**src/rtl/vram_scan_reader_pkg.sv**
```systemverilog
`default_nettype none
// ============================================================================
//  Module      : rx78_video_pkg
//  Description : Shared constants and fetch FSM encoding for the VRAM scan
//                reader (display geometry, VRAM address width, plane count).
//  Revision    : 1.0  initial release
// ============================================================================
package rx78_video_pkg;

    localparam int H_BYTES     = 24;   // bytes per plane per line (192 px / 8)
    localparam int V_LINES     = 184;  // active display lines
    localparam int VRAM_ADDR_W = 13;   // 8 KB plane address width
    localparam int PLANES      = 6;    // fg1, fg2, fg3, bg1, bg2, bg3

    // Fetch sequencer: present address, wait one clk of RAM latency, capture.
    typedef enum logic [1:0] {
        ST_IDLE = 2'd0,
        ST_ADDR = 2'd1,
        ST_CAPT = 2'd2
    } fetch_state_t;

endpackage
`default_nettype wire

```
**src/rtl/vram_scan_reader_if.sv**
```systemverilog
`default_nettype none
// ============================================================================
//  Module      : vram_scan_reader_if
//  Description : Video-side port bundle of the six VRAM plane dual-port RAMs.
//                The reader (master) drives the address, the RAMs (slave)
//                return one byte per plane one clk later.
//  Revision    : 1.0  initial release
// ============================================================================
interface vram_scan_reader_if #(
    parameter int ADDR_W = rx78_video_pkg::VRAM_ADDR_W
) ();

    logic [ADDR_W-1:0] vaddr;
    logic [7:0]        fg1;
    logic [7:0]        fg2;
    logic [7:0]        fg3;
    logic [7:0]        bg1;
    logic [7:0]        bg2;
    logic [7:0]        bg3;

    modport master (
        output vaddr,
        input  fg1, fg2, fg3, bg1, bg2, bg3
    );

    modport slave (
        input  vaddr,
        output fg1, fg2, fg3, bg1, bg2, bg3
    );

endinterface
`default_nettype wire

```
**src/rtl/vram_scan_reader_plane_shifter.sv**
```systemverilog
`default_nettype none
// ============================================================================
//  Module      : plane_shifter
//  Description : One plane's 8-bit load/shift register with a remaining-bit
//                count. Bit 0 is the leftmost pixel; the register shifts
//                right. The emitted pixel bit is registered on the strobe.
//  Revision    : 1.0  initial release
// ============================================================================
module plane_shifter (
    input  wire logic       clk,
    input  wire logic       reset_n,
    input  wire logic       clear,   // new line: drop any pending bits
    input  wire logic       load,    // take a fresh byte and emit its bit 0
    input  wire logic       shift,   // emit the next pending bit
    input  wire logic       blank,   // emit 0 without consuming a bit
    input  wire logic [7:0] din,
    output logic            pix,
    output logic            empty
);

    logic [7:0] r_sreg;
    logic [3:0] r_count;

    // Holds the not-yet-displayed bits; the pixel output only changes on a strobe.
    always_ff @(posedge clk or negedge reset_n) begin
        if (!reset_n) begin
            r_sreg  <= '0;
            r_count <= '0;
            pix     <= 1'b0;
        end else if (clear) begin
            r_sreg  <= '0;
            r_count <= '0;
        end else if (load) begin
            pix     <= din[0];
            r_sreg  <= {1'b0, din[7:1]};
            r_count <= 4'd7;
        end else if (shift && (r_count != 4'd0)) begin
            pix     <= r_sreg[0];
            r_sreg  <= {1'b0, r_sreg[7:1]};
            r_count <= r_count - 4'd1;
        end else if (blank) begin
            pix     <= 1'b0;
        end
    end

    assign empty = (r_count == 4'd0);

endmodule
`default_nettype wire

```
**src/rtl/vram_scan_reader.sv**
```systemverilog
`default_nettype none
// ============================================================================
//  Module      : vram_scan_reader
//  Description : Raster-order reader of the six VRAM planes. Keeps one byte
//                per plane prefetched ahead of display and serializes it into
//                3-bit foreground/background codes per pixel.
//  Revision    : 1.0  initial release
// ============================================================================
module vram_scan_reader #(
    parameter int H_BYTES = rx78_video_pkg::H_BYTES,
    parameter int V_LINES = rx78_video_pkg::V_LINES,
    parameter int ADDR_W  = rx78_video_pkg::VRAM_ADDR_W
) (
    input  wire logic          clk,
    input  wire logic          reset_n,
    input  wire logic          ce_pix,
    input  wire logic          frame_start,
    input  wire logic          line_start,
    input  wire logic          active,
    vram_scan_reader_if.master vram,
    output logic [2:0]         fg,
    output logic [2:0]         bg,
    output logic               pix_valid,
    output logic               underrun
);

    import rx78_video_pkg::*;

    localparam int c_idx_w  = $clog2(H_BYTES + 1);
    localparam int c_line_w = $clog2(V_LINES + 1);
    localparam logic [c_idx_w-1:0]  c_h_bytes_idx  = c_idx_w'(H_BYTES);
    localparam logic [ADDR_W-1:0]   c_h_bytes_addr = ADDR_W'(H_BYTES);
    localparam logic [c_line_w-1:0] c_v_lines      = c_line_w'(V_LINES);

    // ------------------------------------------------------------------
    // Line bookkeeping
    // ------------------------------------------------------------------
    logic [c_line_w-1:0] r_line_cnt;
    logic [ADDR_W-1:0]   r_line_base;
    logic                r_line_seen;   // a line has started since frame_start
    logic [c_line_w-1:0] w_next_cnt;
    logic [ADDR_W-1:0]   w_next_base;
    logic                w_next_shown;

    // Counter/base the next line_start would establish; same-cycle frame_start wins.
    always_comb begin
        w_next_cnt  = r_line_cnt;
        w_next_base = r_line_base;
        if (frame_start || !r_line_seen) begin
            w_next_cnt  = '0;
            w_next_base = '0;
        end else if (r_line_cnt < c_v_lines) begin
            w_next_cnt  = r_line_cnt + 1'b1;
            w_next_base = r_line_base + c_h_bytes_addr;
        end
        w_next_shown = (w_next_cnt < c_v_lines);
    end

    // Line counter (saturating at V_LINES) and running line base address.
    always_ff @(posedge clk or negedge reset_n) begin
        if (!reset_n) begin
            r_line_cnt  <= '0;
            r_line_base <= '0;
            r_line_seen <= 1'b0;
        end else if (line_start) begin
            r_line_cnt  <= w_next_cnt;
            r_line_base <= w_next_base;
            r_line_seen <= 1'b1;
        end else if (frame_start) begin
            r_line_cnt  <= '0;
            r_line_base <= '0;
            r_line_seen <= 1'b0;
        end
    end

    // ------------------------------------------------------------------
    // Fetch FSM
    // ------------------------------------------------------------------
    fetch_state_t       r_state;
    fetch_state_t       w_state_nxt;
    logic               w_fetch_go;
    logic               w_capture;
    logic [c_idx_w-1:0] r_byte_idx;
    logic               r_pf_full;
    logic [ADDR_W-1:0]  r_vaddr;
    logic [7:0]         r_pf [PLANES];
    logic [7:0]         w_plane_data [PLANES];
    logic               w_load;

    // FSM state register.
    always_ff @(posedge clk or negedge reset_n) begin
        if (!reset_n) begin
            r_state <= ST_IDLE;
        end else begin
            r_state <= w_state_nxt;
        end
    end

    // Next state: fetch whenever the prefetch slot is free and bytes remain.
    always_comb begin
        w_state_nxt = r_state;
        w_fetch_go  = 1'b0;
        w_capture   = 1'b0;
        if (line_start) begin
            w_state_nxt = w_next_shown ? ST_ADDR : ST_IDLE;
        end else begin
            case (r_state)
                ST_IDLE: begin
                    if (!r_pf_full && (r_byte_idx < c_h_bytes_idx)) begin
                        w_state_nxt = ST_ADDR;
                        w_fetch_go  = 1'b1;
                    end
                end
                ST_ADDR: w_state_nxt = ST_CAPT;
                ST_CAPT: begin
                    w_capture   = 1'b1;
                    w_state_nxt = ST_IDLE;
                end
                default: w_state_nxt = ST_IDLE;
            endcase
        end
    end

    assign w_plane_data[0] = vram.fg1;
    assign w_plane_data[1] = vram.fg2;
    assign w_plane_data[2] = vram.fg3;
    assign w_plane_data[3] = vram.bg1;
    assign w_plane_data[4] = vram.bg2;
    assign w_plane_data[5] = vram.bg3;

    // Address, byte index and prefetch buffer. Out of reset byte_idx sits at
    // the end-of-line value so nothing is fetched until the first line_start.
    always_ff @(posedge clk or negedge reset_n) begin
        if (!reset_n) begin
            r_vaddr    <= '0;
            r_byte_idx <= c_h_bytes_idx;
            r_pf_full  <= 1'b0;
            for (int i = 0; i < PLANES; i++) begin
                r_pf[i] <= '0;
            end
        end else if (line_start) begin
            r_byte_idx <= w_next_shown ? '0 : c_h_bytes_idx;
            r_pf_full  <= 1'b0;
            if (w_next_shown) begin
                r_vaddr <= w_next_base;
            end
        end else begin
            if (w_fetch_go) begin
                r_vaddr <= r_line_base + ADDR_W'(r_byte_idx);
            end
            if (w_capture) begin
                for (int i = 0; i < PLANES; i++) begin
                    r_pf[i] <= w_plane_data[i];
                end
                r_pf_full  <= 1'b1;
                r_byte_idx <= r_byte_idx + 1'b1;
            end else if (w_load) begin
                r_pf_full <= 1'b0;
            end
        end
    end

    assign vram.vaddr = r_vaddr;

    // ------------------------------------------------------------------
    // Serializer
    // ------------------------------------------------------------------
    logic              w_shift;
    logic              w_blank;
    logic              w_starve;
    logic [PLANES-1:0] w_empty_vec;
    logic [PLANES-1:0] w_pix;
    logic              w_empty;

    assign w_empty = &w_empty_vec;

    // Per-pixel decision; a coincident line_start takes precedence.
    always_comb begin
        w_load   = 1'b0;
        w_shift  = 1'b0;
        w_blank  = 1'b0;
        w_starve = 1'b0;
        if (ce_pix && !line_start) begin
            if (!active) begin
                w_blank = 1'b1;
            end else if (w_empty && r_pf_full) begin
                w_load = 1'b1;
            end else if (!w_empty) begin
                w_shift = 1'b1;
            end else begin
                w_blank  = 1'b1;
                w_starve = (r_byte_idx < c_h_bytes_idx);
            end
        end
    end

    generate
        for (genvar g = 0; g < PLANES; g++) begin : g_plane
            plane_shifter u_shifter (
                .clk     (clk),
                .reset_n (reset_n),
                .clear   (line_start),
                .load    (w_load),
                .shift   (w_shift),
                .blank   (w_blank),
                .din     (r_pf[g]),
                .pix     (w_pix[g]),
                .empty   (w_empty_vec[g])
            );
        end
    endgenerate

    assign fg = w_pix[2:0];
    assign bg = w_pix[5:3];

    // Pixel-valid flag and the sticky starvation flag.
    always_ff @(posedge clk or negedge reset_n) begin
        if (!reset_n) begin
            pix_valid <= 1'b0;
            underrun  <= 1'b0;
        end else begin
            if (ce_pix && !line_start) begin
                pix_valid <= w_load | w_shift;
            end
            if (w_starve) begin
                underrun <= 1'b1;
            end
        end
    end

endmodule
`default_nettype wire

```
**src/flat_wrapper.sv**
```systemverilog
// flat-port wrapper written by rule: the top's interface ports become plain ports
module vram_scan_reader_flat import rx78_video_pkg::*;
#(
    parameter int H_BYTES = rx78_video_pkg::H_BYTES,
    parameter int V_LINES = rx78_video_pkg::V_LINES,
    parameter int ADDR_W  = rx78_video_pkg::VRAM_ADDR_W
)
  (clk, reset_n, ce_pix, frame_start, line_start, active, fg, bg, pix_valid, underrun, vram_vaddr, vram_fg1, vram_fg2, vram_fg3, vram_bg1, vram_bg2, vram_bg3);
  vram_scan_reader_if #(.ADDR_W(ADDR_W)) vram_i ();
  input  wire logic clk;
  input  wire logic reset_n;
  input  wire logic ce_pix;
  input  wire logic frame_start;
  input  wire logic line_start;
  input  wire logic active;
  output logic [2:0] fg;
  output logic [2:0] bg;
  output logic pix_valid;
  output logic underrun;
  output wire logic [$bits(vram_i.vaddr)-1:0] vram_vaddr;
  input wire logic [$bits(vram_i.fg1)-1:0] vram_fg1;
  input wire logic [$bits(vram_i.fg2)-1:0] vram_fg2;
  input wire logic [$bits(vram_i.fg3)-1:0] vram_fg3;
  input wire logic [$bits(vram_i.bg1)-1:0] vram_bg1;
  input wire logic [$bits(vram_i.bg2)-1:0] vram_bg2;
  input wire logic [$bits(vram_i.bg3)-1:0] vram_bg3;
  assign vram_vaddr = vram_i.vaddr;
  assign vram_i.fg1 = vram_fg1;
  assign vram_i.fg2 = vram_fg2;
  assign vram_i.fg3 = vram_fg3;
  assign vram_i.bg1 = vram_bg1;
  assign vram_i.bg2 = vram_bg2;
  assign vram_i.bg3 = vram_bg3;
  vram_scan_reader #(.H_BYTES(H_BYTES), .V_LINES(V_LINES), .ADDR_W(ADDR_W)) u_core (.clk(clk), .reset_n(reset_n), .ce_pix(ce_pix), .frame_start(frame_start), .line_start(line_start), .active(active), .vram(vram_i), .fg(fg), .bg(bg), .pix_valid(pix_valid), .underrun(underrun));
endmodule
```
**config.mk**
```make
export PLATFORM = sky130hd
export DESIGN_NAME = vram_scan_reader_flat
export DESIGN_NICKNAME = d
export VERILOG_FILES = /design/src/rtl/vram_scan_reader_pkg.sv /design/src/rtl/vram_scan_reader_if.sv /design/src/rtl/vram_scan_reader_plane_shifter.sv /design/src/rtl/vram_scan_reader.sv /design/src/flat_wrapper.sv
export SDC_FILE = /design/constraint.sdc
export NUM_CORES = 1
export LEC_CHECK = 0
export ABC_CLOCK_PERIOD_IN_PS = 5100
export BUFFER_PORTS_ARGS = -buffer_cell sky130_fd_sc_hd__buf_2
export CAP_MARGIN = 20
export CORE_ASPECT_RATIO = 1.25
export CORE_MARGIN = 2
export CORE_UTILIZATION = 65
export DETAILED_ROUTE_END_ITERATION = 8
export HOLD_SLACK_MARGIN = 0.15
export PLACE_DENSITY = 0.85
export SLEW_MARGIN = 25
export SYNTH_ARGS = -nofsm -noshare
export SYNTH_HDL_FRONTEND = slang
export SYNTH_HIERARCHICAL = 1
export SYNTH_SLANG_ARGS = --single-unit
export TNS_END_PERCENT = 30
```
**constraint.sdc**
```tcl
create_clock -name clk -period 5.1 [get_ports clk]
set_input_delay 1.275 -clock clk [delete_from_list [all_inputs] [get_ports clk]]
set_output_delay 1.275 -clock clk [all_outputs]
set_load 0.02 [all_outputs]
```
== Word-level counts from Yosys, hierarchy flattened ==
Cells that the tools add are included.

* Add/sub/neg operators: 10
* $mul: 0
* Divide/modulo/power cells: 0
* Order comparisons: 3
* Equality and inequality tests: 4
* Shifts and indexed selects: 0
* Mux-type cells: 92
* Bitwise operators: 2
* Reductions and logical operators: 51

{| class="wikitable"
|+ Operators by type and width
! cell !! number
|-
| $mux 8 || 22
|-
| $mux 13 || 7
|-
| $mux 4 || 18
|-
| $mux 1 || 39
|-
| $reduce_bool 3->1 || 13
|-
| $logic_not 4->1 || 6
|-
| $reduce_bool 4->1 || 6
|-
| $sub 4x1->4 const B || 6
|-
| $lt 8x8->1 const B || 2
|-
| $reduce_and 2->1 || 8
|-
| $mux 5 || 3
|-
| $add 13x5->13 || 1
|-
| $add 13x5->13 const B || 1
|-
| $logic_and 1x1->1 || 9
|-
| $add 8x1->8 const B || 1
|-
| $reduce_and 6->1 || 1
|-
| $reduce_bool 2->1 || 3
|-
| $add 5x1->5 const B || 1
|-
| $lt 5x5->1 const B || 1
|-
| $mux 2 || 2
|-
| $pmux 2 s2 || 1
|-
| $logic_not 1->1 || 3
|-
| $ne 3x2->1 const B || 1
|-
| $eq 2x1->1 const B || 1
|-
| other kinds (6) || 6
|}

* Register bits after elaboration: 171
* Latch bits: 0
* Bits in writable memories: 0
* Bits in read-only memories: 0
* Output and inout bits: 21
* Word-level logic and storage cells: 195
* Memories: 0

== Depth between registers and ports, before layout ==
* Word-level depth: 10
* Depth in mapped cells: 12
* Mapped depth without buffers: 12

== Hierarchy ==
The synthesis kept the hierarchy.

{| class="wikitable"
|+ By module, submodules not included
! module !! instances !! cells an instance !! area each (um^2) !! seq. area each (um^2)
|-
| vram_scan_reader || 1 || 406 || 4645.7 || 2329.7
|-
| plane_shifter || 6 || 68 || 689.4 || 300.3
|}

== Least setup slack after synthesis ==
OpenSTA, ideal clock, no wires.

* Kind: input to register
* Start: in line_start
* End: reg u_core.g_plane[0].u_shifter.r_sreg[2]
* Setup time: 0.111 ns
* Arrival time: 3.595 ns
* Required time: 4.989 ns
* Slack: 1.393 ns
* Stages: 6
* Cells stage by stage: clkbuf_1 > nor2b_1 > and3_1 > nand2_8 > buf_12 > a2111oi_2

* Cells in the longest elaborated chain, start to end: 5
* Elaborated cells on any way between the ends: 8
* Those cells by class: mux (4); reduce/logical (4)

{| class="wikitable"
|+ RTL lines
! item !! line !! source
|-
| start: declaration || flat_wrapper.sv:14 || <nowiki>input wire logic line_start;</nowiki>
|-
| $logic_not 1->1 || vram_scan_reader.sv:183 || <nowiki>if (ce_pix && !line_start) begin</nowiki>
|-
| $logic_and 1x1->1 || vram_scan_reader.sv:183 ||
|-
| $mux 1 || vram_scan_reader.sv:183 ||
|-
| via u_core.w_shift || vram_scan_reader.sv:168 || <nowiki>logic w_shift;</nowiki>
|-
| $logic_and 1x1->1 || vram_scan_reader_plane_shifter.sv:37 || <nowiki>end else if (shift && (r_count != 4'd0)) begin</nowiki>
|-
| $reduce_bool 3->1 (no line) || - ||
|-
| end signal: assignment || vram_scan_reader_plane_shifter.sv:35 || <nowiki>r_sreg <= {1'b0, din[7:1]};</nowiki>
|-
| end signal: assignment || vram_scan_reader_plane_shifter.sv:39 || <nowiki>r_sreg <= {1'b0, r_sreg[7:1]};</nowiki>
|-
| end: declaration || vram_scan_reader_plane_shifter.sv:21 || <nowiki>logic [7:0] r_sreg;</nowiki>
|}

The timed path passes the listed nets, and every way through them passes these cells.
A chain may end at the register's enable or synchronous reset.

== Final worst setup path ==
* Start: reg u_core.g_plane[1].u_shifter.r_count[0]
* End: reg u_core.g_plane[4].u_shifter.r_sreg[4]

* Cells in the longest elaborated chain, start to end: 8
* Elaborated cells on any way between the ends: 14
* Those cells by class: mux (9); reduce/logical (5)

{| class="wikitable"
|+ RTL lines
! item !! line !! source
|-
| start: declaration || vram_scan_reader_plane_shifter.sv:22 || <nowiki>logic [3:0] r_count;</nowiki>
|-
| start signal: assignment || vram_scan_reader_plane_shifter.sv:40 || <nowiki>r_count <= r_count - 4'd1;</nowiki>
|-
| $logic_not 4->1 * || vram_scan_reader_plane_shifter.sv:46 || <nowiki>assign empty = (r_count == 4'd0);</nowiki>
|-
| via u_core.w_empty_vec[1] || vram_scan_reader.sv:171 || <nowiki>logic [PLANES-1:0] w_empty_vec;</nowiki>
|-
| $reduce_and 6->1 * || vram_scan_reader.sv:175 || <nowiki>assign w_empty = &w_empty_vec;</nowiki>
|-
| $logic_and 1x1->1 * || vram_scan_reader.sv:186 || <nowiki>end else if (w_empty && r_pf_full) begin</nowiki>
|-
| $mux 1 * || vram_scan_reader.sv:186 ||
|-
| $mux 1 * || vram_scan_reader.sv:184 || <nowiki>if (!active) begin</nowiki>
|-
| $mux 1 * || vram_scan_reader.sv:183 ||
|-
| via u_core.w_load || vram_scan_reader.sv:88 || <nowiki>logic w_load;</nowiki>
|-
| $mux 8 || vram_scan_reader_plane_shifter.sv:33 || <nowiki>end else if (load) begin</nowiki>
|-
| $mux 8 || vram_scan_reader_plane_shifter.sv:30 || <nowiki>end else if (clear) begin</nowiki>
|-
| end signal: assignment || vram_scan_reader_plane_shifter.sv:35 ||
|-
| end signal: assignment || vram_scan_reader_plane_shifter.sv:39 ||
|-
| end: declaration || vram_scan_reader_plane_shifter.sv:21 ||
|}

The timed path passes the listed nets; every way through them passes the cells marked *.

==> flow_metrics.tcl <==
set metrics [dict create \
    status "complete, no violations" \
    peakVddDrop_mv 0.209 \
    ys_warn_count 6 \
    clockBufferDepth 2 \
    placedCellCount 1015 \
    synth-seq-cells 165 \
    max_freq_mhz 294 \
    r2r_cells 12 \
    rows 47 \
    dieArea_sq_mm 0.0145 \
    top_layer "met4" \
    diodes 0 \
    grt_pass1_vias 6639 \
    cts_root_buf "clkbuf_16" \
    clock_latency_ps 440 \
    r2r_end "u_core/g_plane[4].u_shifter/r_sreg[4]" \
    worst_slack_ps 1700 \
    ctsResizeCount 0 \
    io_buffers 74 \
    nets 932 \
    dr.pass1.iters 4 \
    cap_viol_max_count 0 \
    report.power.total_uw 3170 \
    leakagePower_uw 0.00416 \
    clock-sinks 165 \
    syn_nets 883 \
    dr_wl_met2_microns 9750 \
    synth_area_leaders "dfrtp_1, mux2_2, a2111oi_2" \
    worstPathArrival_ps 3670 \
    drt-total-wl_microns 18500 \
    multi_input_area_sq_mm 0.00418 \
    die_height_microns 134 \
    synth.cell_area_sq_mm 0.00878 \
    synth_top_family_by_area "simple AND/OR/NAND/NOR gates" \
    powerDensity_mw_per_mm2 328 \
    finalHoldViolations 0 \
    synth_edf_count 0 \
    place_ws_ps 1380 \
    final_common_cell "dfrtp_1" \
    antenna_found_initial 0 \
    syn2layout_area_growth_pct 10.1 \
    critPathKind "flop to flop" \
    holdCritPathClass "flop to flop" \
    initial_core_util_pct 66.4 \
    synthSimpleGateAreaFrac_pct 17.8 \
    gp_congestion 0.929 \
    critPathLaunchType "flop" \
    die_w_microns 108 \
    fin_cells 1046 \
    nFillCells 867 \
    avgSynthCellArea_sq_um 10.8 \
    overflow 0 \
    grt_max_degree 117 \
    ctsHtreeMaxLevel 4 \
    synthArstFlopShare_pct 100 \
    tns_ps 0 \
    route.met3.wl_microns 826 \
    worstReg2RegStart "u_core/g_plane[1].u_shifter/r_count[0]" \
    netlist_instances 814 \
    synth.largest_area_cell "dfrtp_1" \
    holdWs_ps 463 \
    min_from "u_core/r_state[1]" \
    drtIter0Drc 420 \
    layout_common_cells "dfrtp_1, nor2_1, buf_2, a21oi_1, mux2_2" \
    ys_types 65 \
    grt_pass1_wl_microns 31300 \
    fin_crit_ps 3400 \
    setup_viol 0 \
    m1WireLength_microns 7380 \
    track_usage_pct 27.3 \
    slew_headroom_pct 30.6 \
    max_slew.worst_pin.slew_ps 1040 \
    synth_mux_area_share_pct 9.30 \
    regArea_sq_mm 0.00413 \
    holdPathEnd "u_core/r_state[1]" \
    required_ps 5360 \
    synth_compound_area_share_pct 15.3 \
    seq_area_frac_synth_pct 47.0 \
    critical_path.max_fanout 60 \
    rsz0062_at_grt "false" \
    antenna_left 0 \
    core_sq_mm 0.0132 \
    synth_ff_type "dfrtp_1" \
    path_clk_slew_ps 60 \
    crit_path_end_kind "flop" \
    cts_tree "yes" \
    regToRegSetupSlack_ps 1700 \
    slew_viol_final 0 \
    synth_xor_area_share_pct 2.79 \
    io_pins 75 \
    cts_setup_buffers 0 \
    wl_per_cell_microns 17.7 \
    post-dp-hpwl_microns 12200 \
    via_per_inst 6.17 \
    period_share_pct 66.8 \
    synthAdderAreaFrac_pct 2.22 \
    whs_path_depth 1 \
    vias 6450 \
    finClkSkew_ps 7.79 \
    layout-drive-gt1-share_pct 28.2 \
    cts_hold_buffers 0 \
    numCtsBuffers 17 \
    synth.top_cell.area_share_pct 46.4 \
    drc 0 \
]
## routing by layer
metal  GRT usage [%]  vias to the layer above
met5               0                        -
met4            10.5                        0
met3            5.78                       44
met2            46.5                      169
met1            33.9                     3221
li1                -                     3016
## per-stage QoR
stage	utilization [%]	area, sq um
floorplan	-	8780
global placement	68.6	9070
detailed placement	68.6	9070
CTS	73.0	9660
global route	73.1	9670
finish	73.1	9670
## cell type report
cell class | count | share of cell area (%)
clock buffers | 23 | 4.74
clock inverters | 8 | 1.31
inverters | 34 | 1.32
multi-input cells | 566 | 43.2
flip-flops and latches | 165 | 42.7
well taps | 171 | 2.21
repair buffers | 79 | 4.47
## cells by family (layout without fill, tap and decap cells)
logic type | Yosys count | after routing
and+or+nand+nor | 284 | 284
AOI/OAI and AO/OA | 168 | 168
DFF | 165 | 165
buffers and inverters | 83 | 144
muxes | 71 | 71
xor gates and xnor gates | 28 | 28
adders and majority gates | 15 | 15
## critical path: stages (launching register included)
cell and delay, ps:
dfrtp_1 390, inv_1 110, ha_1 210, or3b_4 460, inv_1 70, nand2_1 60
nor2_1 180, and3_1 230, and2_2 620, buf_12 330, inv_1 250, nor2_1 220
a2111oi_2 80
## state kept, by name, indices dropped and copies added (netlist names)
signal / count
u_core/g_plane.u_shifter/pix: 6
u_core/g_plane.u_shifter/r_count: 24
u_core/g_plane.u_shifter/r_sreg: 42
u_core/pix_valid: 1
u_core/r_byte_idx: 5
u_core/r_line_base: 13
u_core/r_line_cnt: 8
u_core/r_line_seen: 1
u_core/r_pf: 48
u_core/r_pf_full: 1
u_core/r_state: 2
u_core/underrun: 1
u_core/vram.vaddr: 13
## power breakdown
group / switching, uW / internal (uW) / leakage (uW)
Sequential: 93.2 / 1450 / 0.00218
Combinational: 182 / 169 / 0.00171
Clock: 502 / 779 / 0.000273
Total: 777 / 2400 / 0.00416
## worst max-delay path by stage
stage	startpoint	endpoint	slack [ps]	cells after the start
after floorplan	line_start	u_core/g_plane[0].u_shifter/r_sreg[2]	1390	6
after global placement	line_start	u_core/vram.vaddr[0]	1460	6
after detailed placement	line_start	u_core/g_plane[1].u_shifter/r_sreg[3]	1380	8
after CTS	u_core/g_plane[0].u_shifter/r_count[0]	u_core/g_plane[4].u_shifter/r_sreg[4]	1750	12
after global routing	u_core/g_plane[2].u_shifter/r_count[0]	u_core/g_plane[4].u_shifter/r_sreg[4]	1420	12
final	u_core/g_plane[1].u_shifter/r_count[0]	u_core/g_plane[4].u_shifter/r_sreg[4]	1700	12
## synthesized netlist by cell type (7+ instances only)
cell type,number
inv_1,33
nand4_1,9
mux2_4,8
nor2b_1,12
o21ai_0,28
xnor2_1,14
a2111oi_2,24
nor3b_1,7
a21oi_1,56
nand3_1,36
nand2_1,36
buf_2,9
nor2_1,84
xor2_1,14
dfrtp_1,163
nor3_1,40
mux2_2,53
mux2i_1,10
clkbuf_1,25
nand2_2,13
ha_1,14
a311oi_2,12
No activity file was read; power rests on OpenSTA's default activity.
